$ cat src/rtl/top_design.sv
// 24-hour HH:MM:SS clock: prescaled one-second tick drives a cascaded BCD
// counter chain; each digit is decoded combinationally to active-high segments.
module top_design #(
  parameter logic [31:0] TICKS_PER_SEC = 32'd1
) (
  input  logic       clk,
  input  logic       rst,
  output logic [6:0] seven_sec_p1,
  output logic [6:0] seven_sec_p2,
  output logic [6:0] seven_min_p1,
  output logic [6:0] seven_min_p2,
  output logic [6:0] seven_hr_p1,
  output logic [6:0] seven_hr_p2
);

  logic [31:0] r_pre;
  logic [3:0]  r_sec_u, r_sec_t, r_min_u, r_min_t, r_hr_u, r_hr_t;
  logic        w_tick;
  logic        w_sec_u_wrap, w_sec_wrap, w_min_u_wrap, w_min_wrap, w_day_end;

  assign w_tick       = (r_pre == TICKS_PER_SEC - 32'd1);
  assign w_sec_u_wrap = (r_sec_u == 4'd9);
  assign w_sec_wrap   = w_sec_u_wrap && (r_sec_t == 4'd5);
  assign w_min_u_wrap = (r_min_u == 4'd9);
  assign w_min_wrap   = w_min_u_wrap && (r_min_t == 4'd5);
  assign w_day_end    = (r_hr_t == 4'd2) && (r_hr_u == 4'd3);

  always_ff @(posedge clk or posedge rst) begin
    if (rst) begin
      r_pre <= 32'd0;
    end else if (w_tick) begin
      r_pre <= 32'd0;
    end else begin
      r_pre <= r_pre + 32'd1;
    end
  end

  // Each field only moves when every lower field is wrapping on this tick.
  always_ff @(posedge clk or posedge rst) begin
    if (rst) begin
      r_sec_u <= 4'd0;
      r_sec_t <= 4'd0;
      r_min_u <= 4'd0;
      r_min_t <= 4'd0;
      r_hr_u  <= 4'd0;
      r_hr_t  <= 4'd0;
    end else if (w_tick) begin
      r_sec_u <= w_sec_u_wrap ? 4'd0 : r_sec_u + 4'd1;
      if (w_sec_u_wrap) begin
        r_sec_t <= (r_sec_t == 4'd5) ? 4'd0 : r_sec_t + 4'd1;
      end
      if (w_sec_wrap) begin
        r_min_u <= w_min_u_wrap ? 4'd0 : r_min_u + 4'd1;
        if (w_min_u_wrap) begin
          r_min_t <= (r_min_t == 4'd5) ? 4'd0 : r_min_t + 4'd1;
        end
        if (w_min_wrap) begin
          if (w_day_end) begin
            r_hr_u <= 4'd0;
            r_hr_t <= 4'd0;
          end else if (r_hr_u == 4'd9) begin
            r_hr_u <= 4'd0;
            r_hr_t <= r_hr_t + 4'd1;
          end else begin
            r_hr_u <= r_hr_u + 4'd1;
          end
        end
      end
    end
  end

  function automatic logic [6:0] seg_decode(input logic [3:0] digit);
    logic [6:0] seg;
    case (digit)
      4'd0:    seg = 7'b1111110;
      4'd1:    seg = 7'b0110000;
      4'd2:    seg = 7'b1101101;
      4'd3:    seg = 7'b1111001;
      4'd4:    seg = 7'b0110011;
      4'd5:    seg = 7'b1011011;
      4'd6:    seg = 7'b1011111;
      4'd7:    seg = 7'b1110000;
      4'd8:    seg = 7'b1111111;
      4'd9:    seg = 7'b1111011;
      default: seg = 7'b0000000;
    endcase
    return seg;
  endfunction

  assign seven_sec_p1 = seg_decode(r_sec_u);
  assign seven_sec_p2 = seg_decode(r_sec_t);
  assign seven_min_p1 = seg_decode(r_min_u);
  assign seven_min_p2 = seg_decode(r_min_t);
  assign seven_hr_p1  = seg_decode(r_hr_u);
  assign seven_hr_p2  = seg_decode(r_hr_t);

endmodule

$ cat config.mk
export PLATFORM = sky130hd
export DESIGN_NAME = top_design
export DESIGN_NICKNAME = d
export VERILOG_FILES = /design/src/rtl/top_design.sv
export SDC_FILE = /design/constraint.sdc
export NUM_CORES = 1
export LEC_CHECK = 0
export CAP_MARGIN = 25
export CORE_AREA = 2 2 94 96
export CTS_CLUSTER_SIZE = 24
export DETAILED_ROUTE_END_ITERATION = 10
export DIE_AREA = 0 0 96 98
export DONT_BUFFER_PORTS = 1
export PLACE_DENSITY = 0.69
export SLEW_MARGIN = 40
export SYNTH_ARGS = -nofsm -noshare
export SYNTH_HDL_FRONTEND = slang
export SYNTH_SLANG_ARGS = --single-unit
export TNS_END_PERCENT = 50
$ cat constraint.sdc
create_clock -name clk -period 5.8 [get_ports clk]
set_clock_uncertainty 0.05 [all_clocks]
set_input_delay 0.58 -clock clk [delete_from_list [all_inputs] [get_ports clk]]
set_output_delay 0.58 -clock clk [all_outputs]
set_load 0.02 [all_outputs]
* Word level (Yosys, flattened, before mapping) *
Memory sizes are Yosys's and may differ from the RTL's.
Cells that the tools add are included.

word-level totals
  flip-flop bits (word level) = 56
  memory bits (read-only) = 672
  input bits = 2
  output and inout bits = 42
  word-level logic and storage cells = 46
  memories = 6

operators by class
  add/sub/neg operators = 7
  equal/unequal tests = 7
  multiplexer cells = 9
  reduce and logical (&&, ||, !) cells = 10

memory list
  name             depth  bits a word  rd ports  clocked after Yosys merged registers in  write ports  RTL line  text
  (no name shown)  16     7            1         0                                        0            74        case (digit)
  (no name shown)  16     7            1         0                                        0            74
  (no name shown)  16     7            1         0                                        0            74
  (no name shown)  16     7            1         0                                        0            74
  (no name shown)  16     7            1         0                                        0            74
  (no name shown)  16     7            1         0                                        0            74

operator list
  cell                   count
  $add 32x1->32 const B  1
  $logic_not 32->1       1
  $mux 32                1
  $mux 4                 8
  $add 4x1->4 const B    6
  $eq 4x4->1 const B     3
  $eq 4x2->1 const B     2
  $eq 4x3->1 const B     2
  $reduce_and 3->1       2
  $reduce_and 2->1       2
  $reduce_and 4->1       1
  $logic_and 1x1->1      3
  $reduce_bool 2->1      1

* Longest topological paths before layout *
  depth after elaboration = 4
  mapped depth = 9
  gate-level depth less buffers = 7

* Worst setup path after synthesis *
OpenSTA, ideal clock, no wires.

  path type = reg2reg
  start = register r_sec_t[1]
  end = register r_hr_u[0]
  library setup time = 104 ps
  arrival = 2,075 ps
  data required time = 5,646 ps
  slack = 3,572 ps
  cell stages (with the launch flop) = 9
  path buffers = 2
  clock period less this slack = 2,228 ps
  cells stage by stage = dfrtp_1 > inv_1 > ha_1 > and3b_1 > clkbuf_1 > nand3_1 > or4_1 > buf_2 > o41ai_2

between the ends
  word-level cells in the longest chain between the ends = 3

RTL lines
  what                        RTL line  text
  start: declaration          17        logic [3:0] r_sec_u, r_sec_t, r_min_u, r_min_t, r_hr_u, r_hr_t;
  start signal: assignment    50        r_sec_t <= (r_sec_t == 4'd5) ? 4'd0 : r_sec_t + 4'd1;
  $eq 4x3->1                  23        assign w_sec_wrap = w_sec_u_wrap && (r_sec_t == 4'd5);
  $logic_and 1x1->1           23
  $reduce_and 3->1 (no line)  -
  end signal: assignment      65        r_hr_u <= r_hr_u + 4'd1;
  end: declaration            17

No other way between the ends.
A chain may end at the register's enable or synchronous reset.

* Final worst setup path *
  start = register r_sec_u[1]
  end = output port seven_sec_p1[6]

between the ends
  word-level cells in the longest chain between the ends = 1

RTL lines
  what                      RTL line  text
  start: declaration        17
  start signal: assignment  48        r_sec_u <= w_sec_u_wrap ? 4'd0 : r_sec_u + 4'd1;
  $mem_v2 16x7              -
  end: declaration          8         output logic [6:0] seven_sec_p1,

No other way between the ends.

==> summary.md <==
| Metric | Value |
|---|---|
| Total global-route track usage | 0.165 |
| Die area | ~0.0094 mm² |
| Detail Placement HPWL | 5370 µm |
| Crit path max fanout | 7 |
| Syn Nets | 467 |
| P per Cell Area | 149 mW/mm² |
| Post-route clock period utilization | 0.461 |
| Layout Cells excl Fill | 521 |
| Reg clk slew, reported paths | roughly 100 ps |
| Most area-hungry cell type in the Yosys netlist | dfrtp_1 |
| Final RePlAce weighted congestion | 0.864 |
| Crit path kind | flop to primary output |
| Mean area per synthesized cell | a little over 9 µm² |
| Nature of the critical path startpoint | flop |
| Most common flop cell mapped by yosys | dfrtp_1 |
| Initial antenna violation count | 0 |
| Site Rows | 34 |
| Yosys warnings | 0 |
| DR vias/cell | 5.54 |
| Area occupied by multi-input gates | 0.00233 mm² |
| Final hold violation count | 0 |
| Register area share after synthesis | 0.357 |
| # clock sinks | 56 |
| Fill count | 813 |
| Fin Setup TNS | 0 ps |
| Core area | 0.00847 mm² |
| P_leak | 1.90 nW |
| Max Fclk | 374 MHz |
| Max-cap viol count | 0 |
| Critical-path cell list | inv_1 -> ha_1 -> nor2_1 -> a21oi_1 -> o21ai_0 |
| Outcome | finished clean |
| Slew Limit Fails | 0 |
| Nets | 459 |
| DP Worst Slack | about 3400 ps |
| Io pins | 44 |
| CTS Buffer Depth | 2 |
| Routed Antenna Nets | 0 |
| Vias in the first global route | 2774 |
| Final Worst Setup Slack | 3120 ps |
| Min Tclk post-route | 2680 ps |
| Synth cell types | 43 |
| Post-CTS Hold Buffers | 0 |
| Largest net degree at the start of global routing | 57 |
| Synth cell count leaders | dfrtp_1, ha_1, inv_1, o21ai_0, xnor2_1 |
| Reg area | 0.00140 mm² |
| Least-Margin Pin Slew | just under 700 ps |
| Slowest cell on crit path | o21ai_0 |
| Area delta synth->final | 4.24% |
| Crit path DAT | 2050 ps |
| Tot Pwr | 0.609 mW |
| Relative slew slack | 0.539 |
| Post-synth EDFFs | 0 |
| 1st-iter DRT viols | 200 |
| Final setup viols | 0 |
| Gr ovfl total | 0 |
| Antenna cells | 0 |
| Share of the synthesized area in the top cell type | 0.357 |
| Port bufs | 0 |
| Most common cell in the netlist | dfrtp_1 |
| Yosys reg bits | 56 |
| Worst path max stage delay | about 560 ps |
| Vias after detailed routing | 2886 |
| Mapped Area | 0.00392 mm² |
| Initial cell density of the core | 0.463 |
| Peak supply drop | between 0.00008 and 0.00009 V |
| Post-DR wirelength/cell | between 10 and 15 µm |
| Inserted Clock Buffers | 5 |
| Die Height | 98 µm |
| CTS tree | done |
| Post-synth ARST share | 1.00 |
| Die Width | between 90 and 100 µm |
| DRC | 0 |
| Initial DRT Pass Iterations | 4 |
| Final wirelength | 7260 µm |
| First-pass GRT wire length | 12700 µm |
| CTS H-tree depth | 2 |
| Synth Instances | 420 |
| CP endpoint kind | primary output |
| Inst Count DP | 513 |
| Worst-Skew Late Latency | 310 ps |
| CP Data Required Time | 5170 ps |
| Hold Path Class | input pin to async pin |
| CTS root buffer | clkbuf_8 |
| Share of cells above drive strength 1 | 0.0654 |
| Largest cells by area after synthesis | dfrtp_1, ha_1, xnor2_1 |
| RSZ-0062 raised after global routing | false |
| Setup Buffers After CTS | 0 |
| Resized Gates After CTS | 0 |
final cells by class:
class,count,share of cell area
timing repair buffer,1,0.00184
tap,108,0.0330
multi-input combinational,315,0.571
sequential,56,0.343
inverter,33,0.0303
clock inverter,3,0.00459
clock buffer,5,0.0168
path summary, 6_finish.rpt:
kind / slack, ps / to / from / cells past startpoint
setup reg to reg: 3350 / r_hr_t[2] / r_hr_t[0] / 7
max in group asynchronous: 4950 / r_sec_u[0] / rst / 2
hold / removal: 270 / r_pre[26] / rst / 2
hold reg to reg: 450 / r_pre[28] / r_pre[28] / 1
min in group clk: 450 / r_pre[28] / r_pre[28] / 1
setup / recovery: 3120 / seven_sec_p1[6] / r_sec_u[1] / 5
cells in the final DEF (no fill, tap or decap), drive strengths merged, types with 5 or more instances in the layout:
cell type,Yosys,final
nor2,25,25
and3b,5,5
o21a,5,5
xnor2,27,27
dfrtp,56,56
clkbuf,12,5
o21ai,29,29
and4,5,5
nand2b,7,7
xor2,9,9
nor4,7,7
nand2,26,26
nor2b,6,6
a21oi,12,12
inv,33,33
nor3,6,6
a21o,5,5
nand4,13,13
o22ai,20,20
mux2i,6,6
ha,45,45
and3,6,6
mux2,7,7
nand3,22,22
power breakdown:
group	internal, mW	total (mW)	switching, mW
clock	0.0845	0.211	0.127
combinational	0.000528	0.00771	0.00718
sequential	0.390	0.390	0
total	0.475	0.609	0.134
registers in the layout, indices dropped and copies added, names as in the netlist:
signal,flops
r_hr_t,4
r_hr_u,4
r_min_t,4
r_min_u,4
r_pre,32
r_sec_t,4
r_sec_u,4
routing by layer:
layer	vias up	GRT usage	wire length, µm
li1	1448	-	-
met1	1384	0.228	3520
met2	47	0.266	3400
met3	7	0.0309	249
met4	0	0.0396	93
met5	-	0	0
worst max-delay path, delay by kind of cell, from the launching register on:
kind                       cells  cell delay [ps]
adders and majority gates      1              260
buffers and inverters          1              180
DFF                            1              500
and+or+nand+nor                1              160
AOI/OAI and AO/OA              2              640
through the flow:
| step | hold slack, ps | instance area [µm²] | utilization |
|---|---|---|---|
| 2_1_floorplan | 407 | 3920 | - |
| 3_3_place_gp | 433 | 4000 | 0.473 |
| 3_5_place_dp | 440 | 4000 | 0.473 |
| 4_1_cts | 318 | 4090 | 0.483 |
| 5_1_grt | 351 | 4090 | 0.483 |
| 6_report | 275 | 4090 | 0.483 |
logic make-up after synthesis:
| kind of cell | synth area share |
|---|---|
| xor gates and xnor gates | 0.0804 |
| and+or+nand+nor | 0.202 |
| adders and majority gates | 0.144 |
| muxes | 0.0354 |
| AOI/OAI and AO/OA | 0.133 |
| DFF | 0.357 |
| buffers and inverters | 0.0478 |
No activity file was read; power rests on OpenSTA's default activity.
